[src/rtl/truth_table_sweeper_pkg.sv]
// Shared types and sizing helpers for the truth-table sweeper.
package truth_table_sweeper_pkg;

  typedef enum logic [1:0] {
    ST_IDLE = 2'd0,
    ST_RUN  = 2'd1,
    ST_DONE = 2'd2
  } state_t;

  // Number of rows swept for an n-input function.
  function automatic int n_rows(input int n_in);
    return 32'sd1 << n_in;
  endfunction

  // One extra bit so a fully mismatching table does not wrap.
  function automatic int err_width(input int n_in);
    return n_in + 32'sd1;
  endfunction

endpackage

[src/rtl/truth_table_sweeper_settle.sv]
// Loadable down-counter that times how long each input vector is held.
module tt_settle_timer #(
  parameter int SETTLE = 1,
  localparam int CW = (SETTLE > 1) ? $clog2(SETTLE) : 1
) (
  input  logic clk,
  input  logic rst_n,
  input  logic load,
  input  logic en,
  output logic zero
);

  localparam logic [CW-1:0] RELOAD = CW'(SETTLE - 1);
  localparam logic [CW-1:0] ONE    = CW'(32'd1);

  logic [CW-1:0] count_r;

  // Reload on request, otherwise count down to zero and stick there.
  always_ff @(posedge clk or negedge rst_n) begin
    if (!rst_n) begin
      count_r <= '0;
    end else if (load) begin
      count_r <= RELOAD;
    end else if (en && (count_r != '0)) begin
      count_r <= count_r - ONE;
    end else begin
      count_r <= count_r;
    end
  end

  assign zero = (count_r == '0);

endmodule

[src/rtl/truth_table_sweeper.sv]
// Sweeps all input vectors of a combinational FUT, records its truth table
// and compares it against a latched expected table.
module truth_table_sweeper
  import truth_table_sweeper_pkg::*;
#(
  parameter int N_IN   = 2,
  parameter int SETTLE = 1,
  localparam int N_ROWS = n_rows(N_IN),
  localparam int ERR_W  = err_width(N_IN)
) (
  input  logic              clk,
  input  logic              rst_n,
  input  logic              start,
  input  logic [N_ROWS-1:0] expected,
  output logic [N_IN-1:0]   vec,
  input  logic              s,
  output logic              busy,
  output logic              done,
  output logic [N_ROWS-1:0] table_out,
  output logic              match,
  output logic [ERR_W-1:0]  err_count,
  output logic [N_IN-1:0]   first_err_idx
);

  localparam logic [N_IN-1:0]  LAST_VEC = N_IN'(N_ROWS - 1);
  localparam logic [N_IN-1:0]  VEC_ONE  = N_IN'(32'd1);
  localparam logic [ERR_W-1:0] ERR_ONE  = ERR_W'(32'd1);

  state_t              state_r, state_s;
  logic [N_ROWS-1:0]   exp_r, exp_s;
  logic [N_IN-1:0]     vec_s;
  logic                busy_s, done_s, match_s;
  logic [N_ROWS-1:0]   table_s;
  logic [ERR_W-1:0]    err_s;
  logic [N_IN-1:0]     first_s;
  logic                mismatch_s;
  logic                load_s, en_s, zero_s;

  tt_settle_timer #(.SETTLE(SETTLE)) u_timer (
    .clk   (clk),
    .rst_n (rst_n),
    .load  (load_s),
    .en    (en_s),
    .zero  (zero_s)
  );

  // State register and all registered outputs.
  always_ff @(posedge clk or negedge rst_n) begin
    if (!rst_n) begin
      state_r       <= ST_IDLE;
      exp_r         <= '0;
      vec           <= '0;
      busy          <= 1'b0;
      done          <= 1'b0;
      table_out     <= '0;
      match         <= 1'b0;
      err_count     <= '0;
      first_err_idx <= '0;
    end else begin
      state_r       <= state_s;
      exp_r         <= exp_s;
      vec           <= vec_s;
      busy          <= busy_s;
      done          <= done_s;
      table_out     <= table_s;
      match         <= match_s;
      err_count     <= err_s;
      first_err_idx <= first_s;
    end
  end

  // Next-state and next-output logic; every register holds unless changed.
  always_comb begin
    state_s    = state_r;
    exp_s      = exp_r;
    vec_s      = vec;
    busy_s     = busy;
    done_s     = 1'b0;
    table_s    = table_out;
    match_s    = match;
    err_s      = err_count;
    first_s    = first_err_idx;
    mismatch_s = 1'b0;
    load_s     = 1'b0;
    en_s       = 1'b0;

    case (state_r)
      ST_IDLE: begin
        if (start) begin
          exp_s   = expected;
          table_s = '0;
          err_s   = '0;
          first_s = '0;
          match_s = 1'b0;
          vec_s   = '0;
          busy_s  = 1'b1;
          load_s  = 1'b1;
          state_s = ST_RUN;
        end else begin
          state_s = ST_IDLE;
        end
      end

      ST_RUN: begin
        en_s = 1'b1;
        if (zero_s) begin
          table_s[vec] = s;
          mismatch_s   = (s != exp_r[vec]);
          if (mismatch_s) begin
            err_s = err_count + ERR_ONE;
            // Only the first mismatch of the sweep records its row.
            if (err_count == '0) begin
              first_s = vec;
            end else begin
              first_s = first_err_idx;
            end
          end else begin
            err_s = err_count;
          end
          if (vec == LAST_VEC) begin
            state_s = ST_DONE;
            busy_s  = 1'b0;
            done_s  = 1'b1;
            vec_s   = '0;
            match_s = (err_count == '0) && !mismatch_s;
          end else begin
            vec_s  = vec + VEC_ONE;
            load_s = 1'b1;
          end
        end else begin
          vec_s = vec;
        end
      end

      ST_DONE: begin
        state_s = ST_IDLE;
      end

      default: begin
        state_s = ST_IDLE;
      end
    endcase
  end

endmodule

[config.mk]
export PLATFORM = sky130hd
export DESIGN_NAME = truth_table_sweeper
export DESIGN_NICKNAME = d
export VERILOG_FILES = /design/src/rtl/truth_table_sweeper_pkg.sv /design/src/rtl/truth_table_sweeper_settle.sv /design/src/rtl/truth_table_sweeper.sv
export SDC_FILE = /design/constraint.sdc
export NUM_CORES = 1
export LEC_CHECK = 0
export CAP_MARGIN = 20
export CORE_MARGIN = 3
export CORE_UTILIZATION = 40
export DETAILED_ROUTE_END_ITERATION = 10
export PLACE_DENSITY = 0.65
export SETUP_SLACK_MARGIN = 0.5
export SLEW_MARGIN = 10
export SYNTH_ARGS = -nofsm -noshare
export SYNTH_HDL_FRONTEND = slang
export SYNTH_SLANG_ARGS = --single-unit
[constraint.sdc]
create_clock -name clk -period 2.4 [get_ports clk]
set_input_delay 0.48 -clock clk [delete_from_list [all_inputs] [get_ports clk]]
set_output_delay 0.48 -clock clk [all_outputs]
set_load 0.005 [all_outputs]
# After elaboration in Yosys (flattened, before gate mapping)
# Index checks and enable logic that the tools add are counted.
# totals
in_bits,8
out_inout_bits,14
ff_bits,21
elab_cells,79
# classes
reduce_logical,14
n_mux,42
n_eq_ne,8
addsub,3
magnitude_cmp,2
# op_table
cell,count
1-bit 2-to-1 mux,18
2-bit 2-to-1 mux,8
2-bit case mux with 2 select lines,3
2-bit inequality test (second input constant),5
3-bit 2-to-1 mux,3
4-bit 2-to-1 mux,2
4-bit case mux with 2 select lines,1
4-bit AND reduction,2
1-bit case mux with 2 select lines,3
3-bit case mux with 2 select lines,1
5-bit AND reduction,1
4-bit bitwise mux,1
2-bit AND reduction,2
2-bit nonzero test,2
3-bit by 1-bit adder with 3-bit output (second input constant),1
1-bit logical AND,3
3-bit logical NOT,1
2-bit by 3-bit < comparator with 1-bit output (second input constant),1
3-bit AND reduction,1
2-bit by 1-bit adder with 2-bit output (second input constant),1
1-bit binary-select mux with 2-bit select,1
1-bit demux with 2-bit select,1
2-bit by 1-bit equality test with 1-bit output (second input constant),1
2-bit equality test (second input constant),1
other kinds (5),5

# Longest topological paths before layout
# Gate-level depths: netlist of the first run.
# depth
word_depth,8
mapped_depth,6
ltp_nobuf,6

# Cells and area by module
# Synthesis of the first run repeated with hierarchy kept, for this count alone.
# hier_totals
cells_unflattened,100
area_unflattened_um2,1033.5
# modules_own_cells
mod,instances,cells_per_inst,area_each_um2,seq_area_each_um2
truth_table_sweeper,1,97,992.2,500.5
tt_settle_timer,1,3,41.3,25.0

# Least setup slack after synthesis of the first run
# Ideal clock, no wire load.
# synth_timing
kind,flip-flop to flip-flop
from,reg vec[0]
to,reg first_err_idx[0]
setup_slack_ns,0.687
path_buffers,0
arrival_ns,1.592
synth_period_minus_slack_ns,1.713
required_ns,2.279
path_stages_with_launch,5
setup_time_ns,0.121
cell_sequence,dfrtp_1 mux4_2 xor2_2 and2_4 a32o_2
# synth_via
elab_chain_cells,5
elab_cells_between_ends,9
cone_classes,2 x eq/ne; 6 x mux; 1 x reduce/logical
# synth_lines
element,line,text
start: declaration,truth_table_sweeper.sv:15,"output logic [N_IN-1:0] vec,"
start signal: assignment,truth_table_sweeper.sv:62,vec <= vec_s;
1-bit binary-select mux with 2-bit select,truth_table_sweeper.sv:108,mismatch_s = (s != exp_r[vec]);
1-bit 2-to-1 mux (implied by the code),truth_table_sweeper.sv:108,
1-bit inequality test,truth_table_sweeper.sv:108,
2-bit inequality test (no line),--,
5-bit AND reduction (no line),--,
end signal: assignment,truth_table_sweeper.sv:68,first_err_idx <= first_s;
end: declaration,truth_table_sweeper.sv:22,output logic [N_IN-1:0] first_err_idx
# Several ways; a longest one is shown, not always the timed one. The select of a mux whose other input is x is not followed.
# A chain may end at the register's enable or synchronous reset.

# Worst setup path in the final report of the first run
# layout_timing
from,reg vec[1]
to,out vec[1]
# No word-level cell between the ends.

==> results of run 1 <==
[stage by stage]
step                      instance area [sq um]  instances  total power [W]  setup WS (ns)  utilization [%]
after floorplan                            1040         88          0.00114          0.687                -
after global placement                     1300        139          0.00147          0.378             55.5
after detailed placement                   1300        139          0.00148          0.365             55.5
after CTS                                  1330        143          0.00166          0.554             56.6
after global routing                       1340        143          0.00180          0.523             57.1
final                                      1340        143          0.00165          0.582             57.1
[logic make-up after synthesis]
kind of cell / Yosys count / synth area share, %
buffers and inverters: 6 / 2.17
adders and majority gates: 6 / 7.24
and+or+nand+nor: 27 / 14.7
DFF: 21 / 50.7
AOI/OAI and AO/OA: 18 / 13.1
muxes: 9 / 10.5
xor gates and xnor gates: 1 / 1.57
[sequential cells by signal, summed over array words and instances, names as in the netlist]
name,cells
state_r,2
busy,1
exp_r,4
u_timer.count_r,1
err_count,3
vec,2
done,1
table_out,4
match,1
first_err_idx,2
[layout make-up]
class | instances | area, sq um | area share [%]
Timing Repair Buffer | 23 | 225 | 16.9
Inverter | 6 | 22.5 | 1.69
Sequential cell | 21 | 527 | 39.4
Multi-Input combinational cell | 61 | 500 | 37.5
Clock buffer | 4 | 26.3 | 1.97
Tap cell | 28 | 35.0 | 2.62
[layer usage]
layer  global-route usage (%)  vias to the layer above
met3                     4.83                        2
met5                        0                        -
met4                     1.99                        0
met1                     19.0                      364
met2                     21.7                       17
li1                         -                      366
[timing repair]
action / 4_1_cts / 5_1_grt
pin swaps: 0 / 0
gates resized for setup: 1 / 1
endpoints found under the setup margin: 3 / 2
hold buffers: 0 / 0
cloned: 0 / 0
[Yosys cell counts]
master / instances
nor3b_2: 1
mux2_1: 4
inv_1: 6
o2bb2ai_1: 1
nand4_1: 2
and2_4: 1
mux2i_1: 3
dfrtp_1: 21
o21a_2: 2
o211ai_2: 1
mux2_2: 1
a21o_1: 2
and2b_1: 2
o211ai_1: 4
a32o_2: 2
o21ai_1: 4
and2_1: 2
nor3_1: 1
nand3_1: 3
nor2_1: 6
nand2_1: 3
nor2b_1: 2
ha_1: 6
xor2_2: 1
nand2b_1: 3
o21ai_0: 2
mux4_2: 1
or3_1: 1
[power breakdown]
part | internal, W | switching (W) | total [W]
clock network | 0.0000647 | 0.000102 | 0.000167
registers | 0.000496 | 0.000111 | 0.000607
logic | 0.000470 | 0.000408 | 0.000878
[worst min-delay path by stage]
stage	start	end	slack (ns)	cells after the start
after CTS	exp_r[1]	exp_r[1]	0.50	1
after global placement	exp_r[2]	exp_r[2]	0.47	1
after global routing	rst_n	exp_r[1]	0.52	2
final	exp_r[3]	exp_r[3]	0.49	1
after detailed placement	busy	busy	0.47	1
after floorplan	rst_n	busy	0.18	0
[cells in the final DEF, fill, tap and decap left out]
| cell | synthesis | routed |
|---|---|---|
| a21o_1 | 2 | 2 |
| a32o_2 | 2 | 2 |
| and2_1 | 2 | 2 |
| and2_4 | 1 | 1 |
| and2b_1 | 2 | 2 |
| buf_4 | 0 | 2 |
| clkbuf_1 | 0 | 1 |
| clkbuf_4 | 0 | 3 |
| clkdlybuf4s50_1 | 0 | 21 |
| dfrtp_1 | 21 | 20 |
| dfrtp_2 | 0 | 1 |
| ha_1 | 6 | 6 |
| inv_1 | 6 | 6 |
| mux2_1 | 4 | 4 |
| mux2_2 | 1 | 1 |
| mux2i_1 | 3 | 3 |
| mux4_2 | 1 | 1 |
| nand2_1 | 3 | 3 |
| nand2b_1 | 3 | 3 |
| nand3_1 | 3 | 3 |
| nand4_1 | 2 | 2 |
| nor2_1 | 6 | 6 |
| nor2b_1 | 2 | 2 |
| nor3_1 | 1 | 1 |
| nor3b_2 | 1 | 1 |
| o211ai_1 | 4 | 4 |
| o211ai_2 | 1 | 1 |
| o21a_2 | 2 | 2 |
| o21ai_0 | 2 | 2 |
| o21ai_1 | 4 | 4 |
| o2bb2ai_1 | 1 | 1 |
| or3_1 | 1 | 1 |
| xor2_4 | 0 | 1 |
==> impl_metrics.env, run 1 <==
export IMPL_status="complete, no violations"
export IMPL_clock_root_buffer="clkbuf_4"
export IMPL_die_w_microns=56.9
export IMPL_ios=22
export IMPL_grt_pass1_vias=784
export IMPL_netlist_area_sq_um=1040
export IMPL_timing_hold_ws_ns=0.494
export IMPL_reg2reg_to="first_err_idx[0]"
export IMPL_max_freq_mhz=550
export IMPL_post_drt_wl_per_cell_microns=13.9
export IMPL_dieArea_sq_um=3240
export IMPL_die_h_microns=56.9
export IMPL_io_buffers=21
export IMPL_drtIter0Drc=9
export IMPL_cp_slowest_cell="clkdlybuf4s50_1"
export IMPL_nets=130
export IMPL_setup_tns_ns=0
export IMPL_power_density_nw_per_um2=1240
export IMPL_synth_seq_area_share_pct=50.7
export IMPL_yosysTopAreaCellShare_pct=50.7
export IMPL_rows=17
export IMPL_post_cts_buffers=0
export IMPL_endpoint_kind="output port"
export IMPL_drive_gt1_share_pct=13.9
export IMPL_num_vias=749
export IMPL_cp_max_fo=6
export IMPL_ir_drop_v=0.000656
export IMPL_worstPathCellList="clkdlybuf4s50_1"
export IMPL_rsz0062_at_grt="no"
export IMPL_r2r_cells=4
export IMPL_synth_seq_cells=21
export IMPL_cts_sinks=21
export IMPL_finalSetupViolCount=0
export IMPL_worstMarginPinSlew_ns=0.368
export IMPL_netlist_instances=88
export IMPL_critical_path_top_delay_family="buffers and inverters"
export IMPL_slowest_delay_ns=0.55
export IMPL_slew_headroom_pct=75.4
export IMPL_post_route_drc_count=0
export IMPL_met3_length_microns=108
export IMPL_syn_area_per_cell_sq_um=11.8
export IMPL_clock_latency_ns=0.30
export IMPL_routed_wl_microns=1990
export IMPL_wl_met1_microns=972
export IMPL_first_pass_iters=4
export IMPL_synthDistinctLibCells=28
export IMPL_yosysTopAreaCell="dfrtp_1"
export IMPL_dpl_hpwl_microns=1480
export IMPL_layout_area_overhead_vs_synth_pct=28.8
export IMPL_min_path_type="flip-flop to flip-flop"
export IMPL_crit_type="flip-flop to output port"
export IMPL_grt_usage_pct=13.9
export IMPL_start_util_pct=44.3
export IMPL_grt_pass1_wl_microns=3550
export IMPL_clkTransAtPathRegs_ns=0.12
export IMPL_cts_tree="done"
export IMPL_endpoint="vec[1]"
export IMPL_finalMaxSlewViolations=0
export IMPL_yosysWarnings=0
export IMPL_final_antenna_net_count=0
export IMPL_r2r_slack_ns=0.60
export IMPL_clock_skew_ns=0.00860
export IMPL_grt_max_degree=22
export IMPL_cp_data_arrival_time_ns=1.34
export IMPL_max_cap_violations=0
export IMPL_yosys_top_cells_area="dfrtp_1, ha_1, mux2_1"
export IMPL_routed_via_density=5.24
export IMPL_n_antenna_cell=0
export IMPL_critPathBufInv=1
export IMPL_cp_num_cells=1
export IMPL_nFillCells=198
export IMPL_grt_overflow_total=0
export IMPL_dr_wl_met2_microns=899
export IMPL_cts_path_max_buffers=2
export IMPL_post_route_min_period_ns=1.82
export IMPL_cts_buffers=3
export IMPL_cp_required_ns=1.92
export IMPL_synth_nets=102
export IMPL_routabilityCongestion=0.734
export IMPL_startpoint="vec[1]"
export IMPL_top_layer="met4"
export IMPL_fin_crit_sh_pct=75.8
export IMPL_cp_start_kind="flip-flop"
export IMPL_r2r_start="vec[0]"
export IMPL_leakagePower_nw=0.613
export IMPL_htree_levels=1
export IMPL_hold_viol_final=0
export IMPL_coreArea_sq_um=2340
export IMPL_grt_antenna_before_repair=0
Note: power is estimated with default switching activity, not from simulation.
==> run 2: changes to the inputs <==
==> constraint.sdc (replaced) <==
create_clock -name clk -period 1.7 [get_ports clk]
set_input_delay 0.34 -clock clk [delete_from_list [all_inputs] [get_ports clk]]
set_output_delay 0.34 -clock clk [all_outputs]
set_load 0.005 [all_outputs]
==> run 2 against run 1 <==
  * Final cell count grew 23%
  * First-iteration DRC count rose by 11%
  * Register-to-register slack worse by 0.59 ns
  * Global-route usage is 5.4 points higher
  * Clock-buffer cell count stayed put
  * Via count grew 23%
  * Cell area rose by 29%
  * Hold slack got worse by 0.14 ns
  * Die area is the same
  * Combinational power rose to 2.6 times the previous value
  * Clock power is 48% higher
  * Power increased by 100%
  * Largest power group unchanged
  * Highest routed layer unchanged
==> impl_metrics.env, run 2 (same netlist as run 1, synthesis figures left out) <==
export IMPL_status="complete, no violations"
export IMPL_rows=17
export IMPL_fin_crit_sh_pct=99.5
export IMPL_htree_levels=1
export IMPL_io_buffers=21
export IMPL_clock_root_buffer="clkbuf_4"
export IMPL_final_common_cell="buf_4"
export IMPL_rsz0062_at_grt="yes"
export IMPL_cp_max_fo=5
export IMPL_nets=163
export IMPL_cp_required_ns=1.93
export IMPL_layout_area_overhead_vs_synth_pct=66.1
export IMPL_critPathBufInv=1
export IMPL_cts_tree="done"
export IMPL_post_route_drc_count=0
export IMPL_grt_overflow_total=0
export IMPL_cts_path_max_buffers=2
export IMPL_r2r_start="vec[0]"
export IMPL_clkTransAtPathRegs_ns=0.12
export IMPL_post_route_min_period_ns=1.69
export IMPL_drive_gt1_share_pct=58.8
export IMPL_clock_latency_ns=0.31
export IMPL_critical_path_top_delay_family="multiplexers"
export IMPL_largestRegisters="exp_r x4, table_out x4, err_count x3"
export IMPL_worstMarginPinSlew_ns=0.436
export IMPL_routabilityCongestion=0.756
export IMPL_n_antenna_cell=0
export IMPL_final_cell_mix="buf_4, dfrtp_1, buf_2"
export IMPL_routed_via_density=5.25
export IMPL_startpoint="vec[0]"
export IMPL_nFillCells=158
export IMPL_leakagePower_nw=0.838
export IMPL_cp_start_kind="flip-flop"
export IMPL_clock_skew_ns=0.0136
export IMPL_grt_antenna_before_repair=0
export IMPL_drtIter0Drc=10
export IMPL_crit_type="flip-flop to flip-flop"
export IMPL_finalSetupViolCount=0
export IMPL_cp_data_arrival_time_ns=1.92
export IMPL_ios=22
export IMPL_slowest_delay_ns=0.55
export IMPL_post_drt_wl_per_cell_microns=17.5
export IMPL_grt_max_degree=22
export IMPL_num_vias=924
export IMPL_power_density_nw_per_um2=1920
export IMPL_fin_ws_ns=0.00922
export IMPL_cp_slowest_cell="mux4_2"
export IMPL_max_cap_violations=0
export IMPL_ir_drop_v=0.00111
export IMPL_die_w_microns=56.9
export IMPL_grt_pass1_vias=998
export IMPL_ff_latch_area_sq_um=528
export IMPL_dieArea_sq_um=3240
export IMPL_hold_viol_final=0
export IMPL_cts_buffers=3
export IMPL_slew_headroom_pct=70.9
export IMPL_cts_sinks=21
export IMPL_start_util_pct=44.3
export IMPL_multi_input_area_sq_um=643
export IMPL_timing_hold_ws_ns=0.351
export IMPL_first_pass_iters=4
export IMPL_routed_wl_microns=3070
export IMPL_dp_worst_setup_slack_ns=-0.0107
export IMPL_worstPathCellList="mux4_2 > xor2_4 > buf_4 > nand4_1 > o21ai_1"
export IMPL_max_freq_mhz=591
export IMPL_coreArea_sq_um=2340
export IMPL_final_antenna_net_count=0
export IMPL_grt_pass1_wl_microns=4740
export IMPL_die_h_microns=56.9
export IMPL_hold_buffers=0
export IMPL_grt_usage_pct=19.3
export IMPL_endpoint_kind="flip-flop"
export IMPL_dpl_hpwl_microns=1650
export IMPL_min_path_type="input port to asynchronous set/reset pin"
export IMPL_finalMaxSlewViolations=0
-- run 2: report_power, final --
group | internal [W] | switching [W] | leakage [nW] | total (W)
clock | 0.0000917 | 0.000156 | 0.0150 | 0.000247
combinational | 0.00121 | 0.00103 | 0.557 | 0.00224
sequential | 0.000702 | 0.000120 | 0.266 | 0.000822
total | 0.00201 | 0.00131 | 0.838 | 0.00331
-- run 2: cell type report --
class                   instances  area share, %
repair buffers                 56           26.7
clock buffers                   4           1.53
inverters                       6           1.82
well taps                      28           2.03
multi-input cells              61           37.3
flip-flops and latches         21           30.6
-- run 2: metrics by stage --
step | instances | TNS [ns] | util (%) | area, sq um | total power (W)
finish | 176 | 0 | 73.6 | 1720 | 0.00331
floorplan | 88 | 0 | - | 1070 | 0.00170
global route | 176 | -0.130 | 73.6 | 1720 | 0.00352
global placement | 148 | 0 | 60.1 | 1410 | 0.00235
detailed placement | 148 | -0.0107 | 60.1 | 1410 | 0.00237
CTS | 169 | 0 | 69.6 | 1630 | 0.00298
-- run 2: final timing paths --
check,slack [ns],cells past startpoint,endpoint
worst max-delay path,0.009,5,err_count[1]
worst min-delay path,0.35,2,table_out[0]
worst max register to register,0.009,5,err_count[1]
worst min register to register,0.50,1,busy
max in group asynchronous,1.12,2,vec[0]
min in group clk,0.50,1,busy
-- run 2: metal layers --
metal | wire (microns) | up-vias | global-route usage, % | share of wire [%]
met5 | 0 | - | 0 | 0
met4 | 99 | 0 | 6.95 | 3.2
met3 | 153 | 10 | 5.06 | 5.0
met2 | 1610 | 31 | 32.8 | 52
met1 | 1210 | 452 | 23.4 | 39
li1 | - | 431 | - | -
-- run 2: worst reg2reg max path, stage by stage (launching register included) --
cell and delay (ns):
dfrtp_2 0.39, mux4_2 0.55, xor2_4 0.23, buf_4 0.16, nand4_1 0.13, o21ai_1 0.14
-- run 2: timing repair --
action,CTS,global route
setup endpoints to repair,33,31
pin swaps,8,5
gates resized for setup,82,13
setup buffers,17,7
gates cloned,0,0
